==> src/rtl/ccc_dyncfg_ctrl_pkg.sv <==
// Shared definitions for the CCC dynamic-configuration sequencer: FSM state
// encoding and the configuration-word field map, so the APB register bank and
// the bench assemble words the same way.
package ccc_dyncfg_ctrl_pkg;

    typedef enum logic [2:0] {
        ST_IDLE      = 3'd0,
        ST_SHIFT_LO  = 3'd1,
        ST_SHIFT_HI  = 3'd2,
        ST_UPDATE    = 3'd3,
        ST_LOCK_WAIT = 3'd4
    } state_t;

    localparam int CFG_W_DEF = 81;

    // Field offsets/widths inside the configuration word (bit 0 shifts first).
    localparam int FINDIV_OFF = 0;   localparam int FINDIV_W = 7;
    localparam int FBDIV_OFF  = 7;   localparam int FBDIV_W  = 7;
    localparam int OADIV_OFF  = 14;  localparam int OXDIV_W  = 5;
    localparam int OBDIV_OFF  = 19;
    localparam int OCDIV_OFF  = 24;
    localparam int OAMUX_OFF  = 29;  localparam int OXMUX_W  = 3;
    localparam int OBMUX_OFF  = 32;
    localparam int OCMUX_OFF  = 35;
    localparam int FBSEL_OFF  = 38;  localparam int FBSEL_W  = 2;
    localparam int DLYGLA_OFF = 40;  localparam int DLYGL_W  = 5;
    localparam int DLYGLB_OFF = 45;
    localparam int DLYGLC_OFF = 50;
    // Bits 55..80 are reserved and built as zero.

    function automatic logic [CFG_W_DEF-1:0] build_cfg_word(
        input logic [6:0] findiv,
        input logic [6:0] fbdiv,
        input logic [4:0] oadiv,
        input logic [4:0] obdiv,
        input logic [4:0] ocdiv,
        input logic [2:0] oamux,
        input logic [2:0] obmux,
        input logic [2:0] ocmux,
        input logic [1:0] fbsel,
        input logic [4:0] dlygla,
        input logic [4:0] dlyglb,
        input logic [4:0] dlyglc
    );
        logic [CFG_W_DEF-1:0] w;
        w = '0;
        w[FINDIV_OFF +: FINDIV_W] = findiv;
        w[FBDIV_OFF  +: FBDIV_W]  = fbdiv;
        w[OADIV_OFF  +: OXDIV_W]  = oadiv;
        w[OBDIV_OFF  +: OXDIV_W]  = obdiv;
        w[OCDIV_OFF  +: OXDIV_W]  = ocdiv;
        w[OAMUX_OFF  +: OXMUX_W]  = oamux;
        w[OBMUX_OFF  +: OXMUX_W]  = obmux;
        w[OCMUX_OFF  +: OXMUX_W]  = ocmux;
        w[FBSEL_OFF  +: FBSEL_W]  = fbsel;
        w[DLYGLA_OFF +: DLYGL_W]  = dlygla;
        w[DLYGLB_OFF +: DLYGL_W]  = dlyglb;
        w[DLYGLC_OFF +: DLYGL_W]  = dlyglc;
        return w;
    endfunction

endpackage

==> src/rtl/ccc_dyncfg_ctrl_if.sv <==
// Fabric request bus plus CCC dynamic-configuration pins.
//
// Handshake: a request is accepted at a rising FAB_CLK edge where CFG_REQ=1
// and CFG_READY=1; CFG_WORD is sampled only at that edge. CFG_READY is high
// only while the sequencer is idle, and a request seen while CFG_READY=0 is
// dropped, not queued. Completion is reported by a one-cycle CFG_DONE (lock
// qualified) or CFG_ERR (lock timeout) pulse.
interface ccc_dyncfg_ctrl_if #(
    parameter int CFG_W = 81
);
    logic             CFG_REQ;
    logic [CFG_W-1:0] CFG_WORD;
    logic             CFG_READY;
    logic             CFG_DONE;
    logic             CFG_ERR;
    logic             CCC_LOCK;
    logic             CCC_MODE;
    logic             CCC_SCLK;
    logic             CCC_SSHIFT;
    logic             CCC_SDIN;
    logic             CCC_SUPDATE;

    // Fabric master and CCC lock source.
    modport master (
        output CFG_REQ, CFG_WORD, CCC_LOCK,
        input  CFG_READY, CFG_DONE, CFG_ERR,
        input  CCC_MODE, CCC_SCLK, CCC_SSHIFT, CCC_SDIN, CCC_SUPDATE
    );

    // Sequencer.
    modport slave (
        input  CFG_REQ, CFG_WORD, CCC_LOCK,
        output CFG_READY, CFG_DONE, CFG_ERR,
        output CCC_MODE, CCC_SCLK, CCC_SSHIFT, CCC_SDIN, CCC_SUPDATE
    );
endinterface

==> src/rtl/ccc_lock_monitor.sv <==
// PLL lock qualifier: synchronizes the raw lock, ignores it during a blanking
// window after update, then requires a run of consecutive locked cycles. A
// timeout bounds the whole wait; done has priority over err.
module ccc_lock_monitor #(
    parameter int LOCK_BLANK   = 32,
    parameter int LOCK_STABLE  = 16,
    parameter int LOCK_TIMEOUT = 65535
) (
    input  logic i_clk,
    input  logic i_rst,
    input  logic i_start,
    input  logic i_lock_raw,
    output logic o_done,
    output logic o_err
);
    localparam int WAIT_W = $clog2(LOCK_TIMEOUT + 1);
    localparam int STAB_W = $clog2(LOCK_STABLE + 1);

    logic              r_sync1;
    logic              r_sync2;
    logic              r_active;
    logic [WAIT_W-1:0] r_wait_cnt;
    logic [STAB_W-1:0] r_stable_cnt;

    logic [WAIT_W-1:0] w_wait_inc;
    logic [STAB_W-1:0] w_stable_nxt;
    logic              w_counting;

    // Next counter values and the done/err decisions for the current cycle.
    always_comb begin
        w_wait_inc   = r_wait_cnt + WAIT_W'(1);
        w_counting   = (r_wait_cnt >= WAIT_W'(LOCK_BLANK));
        w_stable_nxt = '0;
        if (w_counting && r_sync2) begin
            w_stable_nxt = r_stable_cnt + STAB_W'(1);
        end
        o_done = r_active && (w_stable_nxt == STAB_W'(LOCK_STABLE));
        o_err  = r_active && !o_done && (w_wait_inc == WAIT_W'(LOCK_TIMEOUT));
    end

    // Two-flop lock synchronizer and the wait/stable counters.
    always_ff @(posedge i_clk) begin
        if (i_rst) begin
            r_sync1      <= 1'b0;
            r_sync2      <= 1'b0;
            r_active     <= 1'b0;
            r_wait_cnt   <= '0;
            r_stable_cnt <= '0;
        end else begin
            r_sync1 <= i_lock_raw;
            r_sync2 <= r_sync1;
            if (i_start) begin
                r_active     <= 1'b1;
                r_wait_cnt   <= '0;
                r_stable_cnt <= '0;
            end else if (r_active) begin
                r_wait_cnt   <= w_wait_inc;
                r_stable_cnt <= w_stable_nxt;
                if (o_done || o_err) begin
                    r_active <= 1'b0;
                end
            end
        end
    end
endmodule

==> src/rtl/ccc_dyncfg_ctrl.sv <==
// CCC dynamic-configuration sequencer: shifts a configuration word LSB first
// into the CCC, pulses SUPDATE, then waits for qualified PLL lock. All CCC_*
// pins come straight from flops loaded with next-state decode, so they change
// together with the state register.
module ccc_dyncfg_ctrl
    import ccc_dyncfg_ctrl_pkg::*;
#(
    parameter int CFG_W        = 81,
    parameter int SCLK_HALF    = 2,
    parameter int LOCK_BLANK   = 32,
    parameter int LOCK_STABLE  = 16,
    parameter int LOCK_TIMEOUT = 65535
) (
    input  logic               FAB_CLK,
    input  logic               FAB_RESET,
    ccc_dyncfg_ctrl_if.slave   bus,
    output state_t             o_dbg_state
);
    localparam int HALF_W = $clog2(SCLK_HALF + 1);
    localparam int BIT_W  = $clog2(CFG_W + 1);

    if (LOCK_TIMEOUT <= LOCK_BLANK + LOCK_STABLE) begin : g_bad_timeout
        $error("ccc_dyncfg_ctrl: LOCK_TIMEOUT must exceed LOCK_BLANK + LOCK_STABLE");
    end
    if (SCLK_HALF < 1) begin : g_bad_sclk_half
        $error("ccc_dyncfg_ctrl: SCLK_HALF must be at least 1");
    end

    state_t            r_state;
    logic [HALF_W-1:0] r_half;
    logic [BIT_W-1:0]  r_bit_cnt;
    logic [CFG_W-1:0]  r_shadow;
    logic              r_mode;
    logic              r_sclk;
    logic              r_sshift;
    logic              r_sdin;
    logic              r_supdate;
    logic              r_done;
    logic              r_err;

    state_t            w_state_nxt;
    logic [HALF_W-1:0] w_half_nxt;
    logic [BIT_W-1:0]  w_bit_nxt;
    logic [CFG_W-1:0]  w_shadow_nxt;
    logic              w_half_end;
    logic              w_mon_start;
    logic              w_mon_done;
    logic              w_mon_err;

    ccc_lock_monitor #(
        .LOCK_BLANK   (LOCK_BLANK),
        .LOCK_STABLE  (LOCK_STABLE),
        .LOCK_TIMEOUT (LOCK_TIMEOUT)
    ) u_lock_mon (
        .i_clk      (FAB_CLK),
        .i_rst      (FAB_RESET),
        .i_start    (w_mon_start),
        .i_lock_raw (bus.CCC_LOCK),
        .o_done     (w_mon_done),
        .o_err      (w_mon_err)
    );

    // Next-state, phase/bit counters and shadow register update.
    always_comb begin
        w_state_nxt  = r_state;
        w_half_nxt   = r_half;
        w_bit_nxt    = r_bit_cnt;
        w_shadow_nxt = r_shadow;
        w_mon_start  = 1'b0;
        w_half_end   = (r_half == HALF_W'(SCLK_HALF - 1));
        case (r_state)
            ST_IDLE: begin
                if (bus.CFG_REQ) begin
                    w_state_nxt  = ST_SHIFT_LO;
                    w_shadow_nxt = bus.CFG_WORD;
                    w_bit_nxt    = '0;
                    w_half_nxt   = '0;
                end
            end
            ST_SHIFT_LO: begin
                if (w_half_end) begin
                    w_state_nxt = ST_SHIFT_HI;
                    w_half_nxt  = '0;
                end else begin
                    w_half_nxt = r_half + HALF_W'(1);
                end
            end
            ST_SHIFT_HI: begin
                if (w_half_end) begin
                    w_half_nxt   = '0;
                    w_shadow_nxt = r_shadow >> 1;
                    w_bit_nxt    = r_bit_cnt + BIT_W'(1);
                    if (r_bit_cnt == BIT_W'(CFG_W - 1)) begin
                        w_state_nxt = ST_UPDATE;
                    end else begin
                        w_state_nxt = ST_SHIFT_LO;
                    end
                end else begin
                    w_half_nxt = r_half + HALF_W'(1);
                end
            end
            ST_UPDATE: begin
                if (w_half_end) begin
                    w_half_nxt  = '0;
                    w_state_nxt = ST_LOCK_WAIT;
                    w_mon_start = 1'b1;
                end else begin
                    w_half_nxt = r_half + HALF_W'(1);
                end
            end
            ST_LOCK_WAIT: begin
                if (w_mon_done || w_mon_err) begin
                    w_state_nxt = ST_IDLE;
                end
            end
            default: begin
                w_state_nxt = ST_IDLE;
            end
        endcase
    end

    // State, counters, shadow and registered CCC/status outputs.
    always_ff @(posedge FAB_CLK) begin
        if (FAB_RESET) begin
            r_state   <= ST_IDLE;
            r_half    <= '0;
            r_bit_cnt <= '0;
            r_shadow  <= '0;
            r_mode    <= 1'b0;
            r_sclk    <= 1'b0;
            r_sshift  <= 1'b0;
            r_sdin    <= 1'b0;
            r_supdate <= 1'b0;
            r_done    <= 1'b0;
            r_err     <= 1'b0;
        end else begin
            r_state   <= w_state_nxt;
            r_half    <= w_half_nxt;
            r_bit_cnt <= w_bit_nxt;
            r_shadow  <= w_shadow_nxt;
            // Dynamic mode latches on the first accepted request.
            if (r_state == ST_IDLE && bus.CFG_REQ) begin
                r_mode <= 1'b1;
            end
            r_sshift  <= (w_state_nxt == ST_SHIFT_LO) || (w_state_nxt == ST_SHIFT_HI);
            r_sclk    <= (w_state_nxt == ST_SHIFT_HI);
            r_sdin    <= ((w_state_nxt == ST_SHIFT_LO) || (w_state_nxt == ST_SHIFT_HI))
                         ? w_shadow_nxt[0] : 1'b0;
            r_supdate <= (w_state_nxt == ST_UPDATE);
            r_done    <= (r_state == ST_LOCK_WAIT) && w_mon_done;
            r_err     <= (r_state == ST_LOCK_WAIT) && w_mon_err && !w_mon_done;
        end
    end

    assign bus.CFG_READY   = (r_state == ST_IDLE);
    assign bus.CFG_DONE    = r_done;
    assign bus.CFG_ERR     = r_err;
    assign bus.CCC_MODE    = r_mode;
    assign bus.CCC_SCLK    = r_sclk;
    assign bus.CCC_SSHIFT  = r_sshift;
    assign bus.CCC_SDIN    = r_sdin;
    assign bus.CCC_SUPDATE = r_supdate;
    assign o_dbg_state     = r_state;
endmodule

==> src/flat_wrapper.sv <==
// flat-port wrapper written by rule: the top's interface ports become plain ports
module ccc_dyncfg_ctrl_flat import ccc_dyncfg_ctrl_pkg::*;
#(
    parameter int CFG_W        = 81,
    parameter int SCLK_HALF    = 2,
    parameter int LOCK_BLANK   = 32,
    parameter int LOCK_STABLE  = 16,
    parameter int LOCK_TIMEOUT = 65535
)
  (FAB_CLK, FAB_RESET, o_dbg_state, bus_CFG_REQ, bus_CFG_WORD, bus_CCC_LOCK, bus_CFG_READY, bus_CFG_DONE, bus_CFG_ERR, bus_CCC_MODE, bus_CCC_SCLK, bus_CCC_SSHIFT, bus_CCC_SDIN, bus_CCC_SUPDATE);
  ccc_dyncfg_ctrl_if #(.CFG_W(CFG_W)) bus_i ();
  input  logic FAB_CLK;
  input  logic FAB_RESET;
  output state_t o_dbg_state;
  input wire logic [$bits(bus_i.CFG_REQ)-1:0] bus_CFG_REQ;
  input wire logic [$bits(bus_i.CFG_WORD)-1:0] bus_CFG_WORD;
  input wire logic [$bits(bus_i.CCC_LOCK)-1:0] bus_CCC_LOCK;
  output wire logic [$bits(bus_i.CFG_READY)-1:0] bus_CFG_READY;
  output wire logic [$bits(bus_i.CFG_DONE)-1:0] bus_CFG_DONE;
  output wire logic [$bits(bus_i.CFG_ERR)-1:0] bus_CFG_ERR;
  output wire logic [$bits(bus_i.CCC_MODE)-1:0] bus_CCC_MODE;
  output wire logic [$bits(bus_i.CCC_SCLK)-1:0] bus_CCC_SCLK;
  output wire logic [$bits(bus_i.CCC_SSHIFT)-1:0] bus_CCC_SSHIFT;
  output wire logic [$bits(bus_i.CCC_SDIN)-1:0] bus_CCC_SDIN;
  output wire logic [$bits(bus_i.CCC_SUPDATE)-1:0] bus_CCC_SUPDATE;
  assign bus_i.CFG_REQ = bus_CFG_REQ;
  assign bus_i.CFG_WORD = bus_CFG_WORD;
  assign bus_i.CCC_LOCK = bus_CCC_LOCK;
  assign bus_CFG_READY = bus_i.CFG_READY;
  assign bus_CFG_DONE = bus_i.CFG_DONE;
  assign bus_CFG_ERR = bus_i.CFG_ERR;
  assign bus_CCC_MODE = bus_i.CCC_MODE;
  assign bus_CCC_SCLK = bus_i.CCC_SCLK;
  assign bus_CCC_SSHIFT = bus_i.CCC_SSHIFT;
  assign bus_CCC_SDIN = bus_i.CCC_SDIN;
  assign bus_CCC_SUPDATE = bus_i.CCC_SUPDATE;
  ccc_dyncfg_ctrl #(.CFG_W(CFG_W), .SCLK_HALF(SCLK_HALF), .LOCK_BLANK(LOCK_BLANK), .LOCK_STABLE(LOCK_STABLE), .LOCK_TIMEOUT(LOCK_TIMEOUT)) u_core (.FAB_CLK(FAB_CLK), .FAB_RESET(FAB_RESET), .bus(bus_i), .o_dbg_state(o_dbg_state));
endmodule
==> config.mk <==
export PLATFORM = sky130hd
export DESIGN_NAME = ccc_dyncfg_ctrl_flat
export DESIGN_NICKNAME = d
export VERILOG_FILES = /design/src/rtl/ccc_dyncfg_ctrl_pkg.sv /design/src/rtl/ccc_dyncfg_ctrl_if.sv /design/src/rtl/ccc_lock_monitor.sv /design/src/rtl/ccc_dyncfg_ctrl.sv /design/src/flat_wrapper.sv
export SDC_FILE = /design/constraint.sdc
export NUM_CORES = 1
export LEC_CHECK = 0
export ABC_AREA = 1
export CORE_MARGIN = 2
export CORE_UTILIZATION = 48
export DETAILED_ROUTE_END_ITERATION = 8
export GPL_TIMING_DRIVEN = 0
export PLACE_DENSITY_LB_ADDON = 0.15
export SETUP_SLACK_MARGIN = 0.02
export SYNTH_ARGS = -nofsm -noshare
export SYNTH_HDL_FRONTEND = slang
export SYNTH_HIERARCHICAL = 1
export SYNTH_SLANG_ARGS = --single-unit
==> constraint.sdc <==
create_clock -name FAB_CLK -period 1.7 [get_ports FAB_CLK]
set_clock_uncertainty 0.05 [all_clocks]
set_input_delay 0.255 -clock FAB_CLK [delete_from_list [all_inputs] [get_ports FAB_CLK]]
set_output_delay 0.255 -clock FAB_CLK [all_outputs]
set_load 0.005 [all_outputs]
==> flow_summary.toml, run 1 <==
[outcome]
status = "finished with violations"
violations = "setup timing"

[sta]
finalHoldViolCount = 0
fmax_ghz = 0.533
tightest_slew_ps = 496
layout_setup_ws_ps = -178
fin_crit_sh = 1.10
min_period_ps = 1880
setup_violations = 52
setup_tns_ps = -1970
grt_setup_unrepaired = "true"
slew_headroom = 0.669
maxSlewViolCount = 0

[grt]
grt_max_degree = 17
antenna_found_initial = 0
grt_util_all_layers = 0.234
grt_pass1_wl_mm = 24.0
grt_pass1_vias = 5267
overflow = 0

[layout]
num-fill-cells = 979
fin_nets = 936
diodes = 0
syn_to_final_growth_pct = 35.0
drive_above_1_share = 0.146

[worst_setup_path]
path_delay_family = "simple AND/OR/NAND/NOR gates"
crit_slowest_cell = "dfxtp_4"
slowest_delay_ps = 360
crit_buf_inv = 1
cp-end-kind = "flop"
crit_chain = "ha_4 > nand2_4 > nor2_4 > nand2_1 > nand2_2 > nand3_2 > nor2_2 > nand2_1 > nor2_1 > nand2_1 > nor3_2 > inv_1 > a31oi_1 > nor3_1"
critPathRequiredTime_ps = 1930
arrival_ps = 2110
worstSetupStartpointType = "flop"
critPathKind = "reg -> reg"
path_max_fanout = 4
cpMostUsedCell = "nand2_1"

[floorplan]
fp.coreArea_um2 = 11300
die_h_um = 111
die_w_um = 111
rows = 39
io_pins = 96
die_area_um2 = 12400
start_util = 0.487

[pwr]
peakVddDrop_mv = 0.658
power_mw = 7.81
p_per_area_nw_per_um2 = 1050
p_leak_nw = 2.87

[synth]
synth_edf_count = 0
syn_nets = 814
yosysTopAreaCell = "dfxtp_1"
avgSynthCellArea_um2 = 7.63
muxShareOfSynthArea = 0
synth_top_family_by_area = "compound AO/OA/AOI/OAI gates"
synth-adder-area-share = 0.0136
synth_top_area_share = 0.450
ys.flop_type = "dfxtp_1"
ys_types = 34
synth_warnings = 6
netlist_instances = 723
ys_top_cells_by_area = "dfxtp_1 45%, nand2_1 11%, a22oi_1 11%"
synth_common_cells = "168 x nand2_1, 124 x dfxtp_1, 110 x a21oi_1, 79 x a22oi_1, 57 x inv_1"
synthesis.area_um2 = 5520
ys_ff_latch = 124
synth.most_common_cell = "nand2_1"
synth-simple-area-share = 0.202
synth-xor-area-share = 0.00318
synth-seq-area-share = 0.450
synth_async_sr_flop_share = 0
synth_compound_area_frac = 0.248

[detailed_routing]
drc = 0
drt-initial-drc-count = 278
route.vias.total = 5501
routed_wl_mm = 14.5
viasPerCell = 5.50
wl_per_cell_um = 14.5
antenna_left = 0
first_pass_iters = 7

[placed_design]
place_congestion = 0.897
place.port_buffers = 95
dpl.hpwl_mm = 10.0

[cts]
cts_tree = "yes"
root_buffer = "clkbuf_16"
cts_made_buffers = 17
cts.sinks = 124
clk_pin_slew_ps = 60
clockBufferDepth = 2
cts_hold_buffers = 0
insertion_delay_ps = 410
htree_levels = 4

[job]
max_cap_viol_count = 0

[worst_hold_path]
hold_path_class = "reg -> reg"
-- final timing paths --
check	from	endpoint	slack (ps)	cells past startpoint
worst max-delay path	u_core/u_lock_mon/r_wait_cnt[0]	u_core/o_dbg_state[2]	-180	14
worst min-delay path	u_core/u_lock_mon/r_sync1	u_core/u_lock_mon/r_sync2	360	2
worst max register to register	u_core/u_lock_mon/r_wait_cnt[0]	u_core/o_dbg_state[2]	-180	14
worst min register to register	u_core/u_lock_mon/r_sync1	u_core/u_lock_mon/r_sync2	360	2
-- final cells by class --
cell class / instances / area, um^2 / area share
multi-input combinational: 495 / 2690 / 0.362
clock inverter: 12 / 113 / 0.0151
buffer: 40 / 236 / 0.0318
clock buffer: 20 / 457 / 0.0614
timing repair buffer: 103 / 1010 / 0.136
sequential: 124 / 2500 / 0.336
tap: 143 / 179 / 0.0240
inverter: 64 / 249 / 0.0335
-- tightest hold or removal path, delay by kind of cell (launching register included) --
kind | cells | cell delay, ps
flops | 1 | 290
buf+inv | 1 | 40
simple gates | 1 | 30
-- through the flow --
stage	worst slack (ps)	cells	hold WS, ps	util	area, um^2
after floorplan	-16.2	723	267	-	5540
after global placement	-755	961	341	0.589	6670
after detailed placement	-729	961	346	0.589	6670
after CTS	-188	998	356	0.648	7340
after global routing	-310	1001	388	0.657	7440
final	-178	1001	357	0.657	7440
-- layer usage --
layer / part of all wire / GRT usage
met5: 0 / 0
met1: 0.44 / 0.294
met2: 0.48 / 0.390
met4: 0.016 / 0.0733
met3: 0.057 / 0.0678
-- logic make-up after synthesis --
family	count (synthesis)
adder cells (fa/ha/maj)	6
flip-flops	124
AO/OA/AOI/OAI	227
XOR/XNOR	2
buffers and inverters	104
AND/OR/NAND/NOR	260
-- what timing repair did --
item                                    in CTS  in global routing
endpoints found under the setup margin      79                111
buffers inserted                             5                  3
resized for setup                           22                 34
pin swaps                                    4                 12
-- power breakdown --
group / internal, mW / switching [mW] / total [mW] / leakage [nW]
clock: 2.10 / 1.32 / 3.42 / 0.273
combinational: 0.559 / 0.587 / 1.15 / 1.58
sequential: 3.12 / 0.128 / 3.25 / 1.02
-- cells in the final DEF, fill, tap and decap left out, types with 5 or more instances in the layout --
master | synthesis | final
inv_2 | 5 | 5
buf_6 | 6 | 6
o21ai_0 | 25 | 24
nand2_2 | 2 | 7
dfxtp_1 | 124 | 115
nand3_1 | 22 | 20
a22oi_1 | 79 | 79
clkdlybuf4s50_1 | 0 | 94
dfxtp_2 | 0 | 5
buf_4 | 0 | 9
inv_1 | 57 | 55
buf_2 | 20 | 18
clkbuf_1 | 14 | 10
a21oi_1 | 110 | 110
clkbuf_16 | 0 | 17
nor2_1 | 34 | 27
nand2_1 | 168 | 162
nor2_4 | 1 | 6
nor2_2 | 7 | 9
nand4_1 | 10 | 10
nor3_1 | 7 | 5
-- state kept, by name, indices dropped and copies added, names as in the netlist --
register and cells:
u_core/bus.CCC_SUPDATE 1, u_core/bus.CCC_SCLK 1, u_core/u_lock_mon/r_sync1 1, u_core/u_lock_mon/r_wait_cnt 16
u_core/bus.CFG_ERR 1, u_core/o_dbg_state 3, u_core/u_lock_mon/r_active 1, u_core/u_lock_mon/r_stable_cnt 5
u_core/bus.CCC_SSHIFT 1, u_core/u_lock_mon/r_sync2 1, u_core/r_shadow 81, u_core/bus.CCC_SDIN 1
u_core/bus.CCC_MODE 1, u_core/r_bit_cnt 7, u_core/bus.CFG_DONE 1, u_core/r_half 2
Note: power is estimated with default switching activity, not from simulation.
==> inputs of run 2 (changes only) <==
- ABC_AREA: 1 -> default
- CORE_UTILIZATION: 48 -> 47
- SLEW_MARGIN: default -> 0
==> flow_summary.toml, run 2 <==
[outcome]
status = "finished with violations"
violations = "setup timing"

[detailed_routing]
drt-initial-drc-count = 352
first_pass_iters = 5
viasPerCell = 5.64
route.vias.total = 5170
drc = 0
antenna_left = 0
routed_wl_mm = 14.4
wl_per_cell_um = 15.7

[layout]
num-fill-cells = 875
final_common_cell = "dfxtp_1"
largestRegisters = "u_core/r_shadow (81), u_core/u_lock_mon/r_wait_cnt (16), u_core/r_bit_cnt (7)"
top_register = "u_core/r_shadow"
fin_nets = 852
final_area_um2 = 7760
diodes = 0
drive_above_1_share = 0.200
largest_reg_flops = 81
mostFrequentLayoutCells = "112 x dfxtp_1, 101 x nand2_1, 94 x clkdlybuf4s50_1, 86 x a21oi_1, 79 x a22oi_1"
fin_cells = 917
syn_to_final_growth_pct = 44.3

[sta]
grt_setup_unrepaired = "true"
setup_violations = 11
slew_headroom = 0.609
layout_setup_ws_ps = -565
min_period_ps = 2260
fmax_ghz = 0.442
finalHoldViolCount = 0
maxSlewViolCount = 0
tightest_slew_ps = 580
fin_crit_sh = 1.33

[floorplan]
die_h_um = 111
rows = 39
start_util = 0.477
die_area_um2 = 12300
die_w_um = 111
io_pins = 96
fp.coreArea_um2 = 11300

[placed_design]
place_congestion = 0.844
dpl.hpwl_mm = 9.25
place_area_um2 = 6540
place_inst = 862
place.port_buffers = 95

[synth]
ys_ff_latch = 124
synth-seq-area-share = 0.462
synth_async_sr_flop_share = 0
avgSynthCellArea_um2 = 8.61
synthesis.area_um2 = 5370
syn_nets = 715
synth_edf_count = 0
ys.flop_type = "dfxtp_1"
synth_common_cells = "124 x dfxtp_1, 102 x nand2_1, 92 x a21oi_1, 79 x a22oi_1, 36 x nor2_1"
ys_top_cells_by_area = "dfxtp_1 46%, a22oi_1 11%, a21oi_1 8.6%"
synth_warnings = 6
netlist_instances = 624
yosysTopAreaCell = "dfxtp_1"
ys_types = 54
synth_top_area_share = 0.462
synth.most_common_cell = "dfxtp_1"

[worst_setup_path]
r2r-end = "u_core/o_dbg_state[2]"
regToRegSetupSlack_ps = -560
crit_slowest_cell = "or4_4"
arrival_ps = 2510
critPathRequiredTime_ps = 1940
worstSetupStartpointType = "flop"
timing.rr.start = "u_core/u_lock_mon/r_wait_cnt[0]"
cp-end-kind = "flop"
slowest_delay_ps = 540
critPathKind = "reg -> reg"
crit_chain = "ha_4 > a32o_2 > a2111oi_4 > a31oi_2 > or4_4 > nor2_4 > or3_1 > a21oi_1"
reg2regPathDepth = 8
path_max_fanout = 5

[cts]
clockBufferDepth = 2
cts_made_buffers = 17
insertion_delay_ps = 410
cts.sinks = 124
root_buffer = "clkbuf_16"
cts_hold_buffers = 0
cts_tree = "yes"
clk_pin_slew_ps = 50
htree_levels = 4

[pwr]
peakVddDrop_mv = 0.931
p_per_area_nw_per_um2 = 996
p_leak_nw = 2.80
power_mw = 7.73

[job]
max_cap_viol_count = 0

[worst_hold_path]
whs_path_depth = 2
hold_path_class = "in -> reg"
worstHoldStart = "bus_CCC_LOCK"
whs_endpoint = "u_core/u_lock_mon/r_sync1"

[grt]
grt_max_degree = 17
met1_usage = 0.264
overflow = 0
groute.layer.met3.usage = 0.0809
antenna_found_initial = 0
grt_pass1_vias = 4771
grt_busiest_layer = "met2"
grt_util_all_layers = 0.225
grt_pass1_wl_mm = 22.3
use_met2 = 0.379
[run 2: area by class of cell]
| class | instances | area, um^2 | area share |
|---|---|---|---|
| buffer | 46 | 390 | 0.0503 |
| clock buffer | 27 | 513 | 0.0661 |
| clock inverter | 5 | 104 | 0.0134 |
| inverter | 9 | 33.8 | 0.00436 |
| multi-input combinational | 445 | 2880 | 0.371 |
| sequential | 124 | 2500 | 0.322 |
| tap | 143 | 179 | 0.0231 |
| timing repair buffer | 118 | 1160 | 0.149 |
[run 2: cells by family (layout without fill, tap and decap cells)]
logic type                 after synthesis  in the layout  synth area share
and+or+nand+nor                        219            220             0.204
AOI/OAI and AO/OA                      196            197             0.234
DFF                                    124            124             0.462
buffers and inverters                   57            205            0.0498
xor gates and xnor gates                21             21            0.0342
adders and majority gates                6              6            0.0140
muxes                                    1              1           0.00186
[run 2: timing repair]
| item | 4_1_cts | 5_1_grt |
|---|---|---|
| setup endpoints to repair | 114 | 113 |
| buffers inserted | 10 | 13 |
| resized for setup | 37 | 106 |
| gates cloned | 0 | 2 |
| pin swaps | 6 | 15 |
[run 2: per-layer routing]
metal | share of wire | vias to the layer above
met5 | 0 | -
met4 | 0.015 | 0
met3 | 0.057 | 16
met2 | 0.51 | 138
met1 | 0.42 | 2483
li1 | - | 2533
[run 2: worst max-delay path, delay by kind of cell (launching register included)]
family | cells | cell delay, ps
AO/OA/AOI/OAI | 4 | 800
flip-flops | 1 | 340
AND/OR/NAND/NOR | 3 | 780
adder cells (fa/ha/maj) | 1 | 180
[run 2: metrics by stage]
stage	util	TNS [ps]	setup WS, ps	hold slack (ps)
2_1_floorplan	-	-1330	-432	277
3_3_place_gp	0.580	-47630	-727	375
3_5_place_dp	0.580	-50200	-776	380
4_1_cts	0.651	-5160	-537	349
5_1_grt	0.688	-4960	-655	372
6_report	0.688	-2870	-565	368
[run 2: worst max path at each step]
stage                                          startpoint                    end  slack (ps)  depth (start not counted)
after global placement                          FAB_RESET    u_core/r_shadow[19]        -730                          5
after floorplan           u_core/u_lock_mon/r_wait_cnt[1]  u_core/o_dbg_state[2]        -430                          9
after global routing      u_core/u_lock_mon/r_wait_cnt[0]     u_core/bus.CFG_ERR        -650                          7
after detailed placement                        FAB_RESET    u_core/r_shadow[20]        -780                          5
final                     u_core/u_lock_mon/r_wait_cnt[0]  u_core/o_dbg_state[2]        -560                          8
after CTS                 u_core/u_lock_mon/r_wait_cnt[1]  u_core/o_dbg_state[2]        -540                          9
[run 2: power by group]
| group | switching [mW] | total (mW) | internal [mW] |
|---|---|---|---|
| Clock | 1.22 | 3.72 | 2.50 |
| Combinational | 0.393 | 0.860 | 0.468 |
| Sequential | 0.0844 | 3.15 | 3.06 |
| Total | 1.70 | 7.73 | 6.03 |
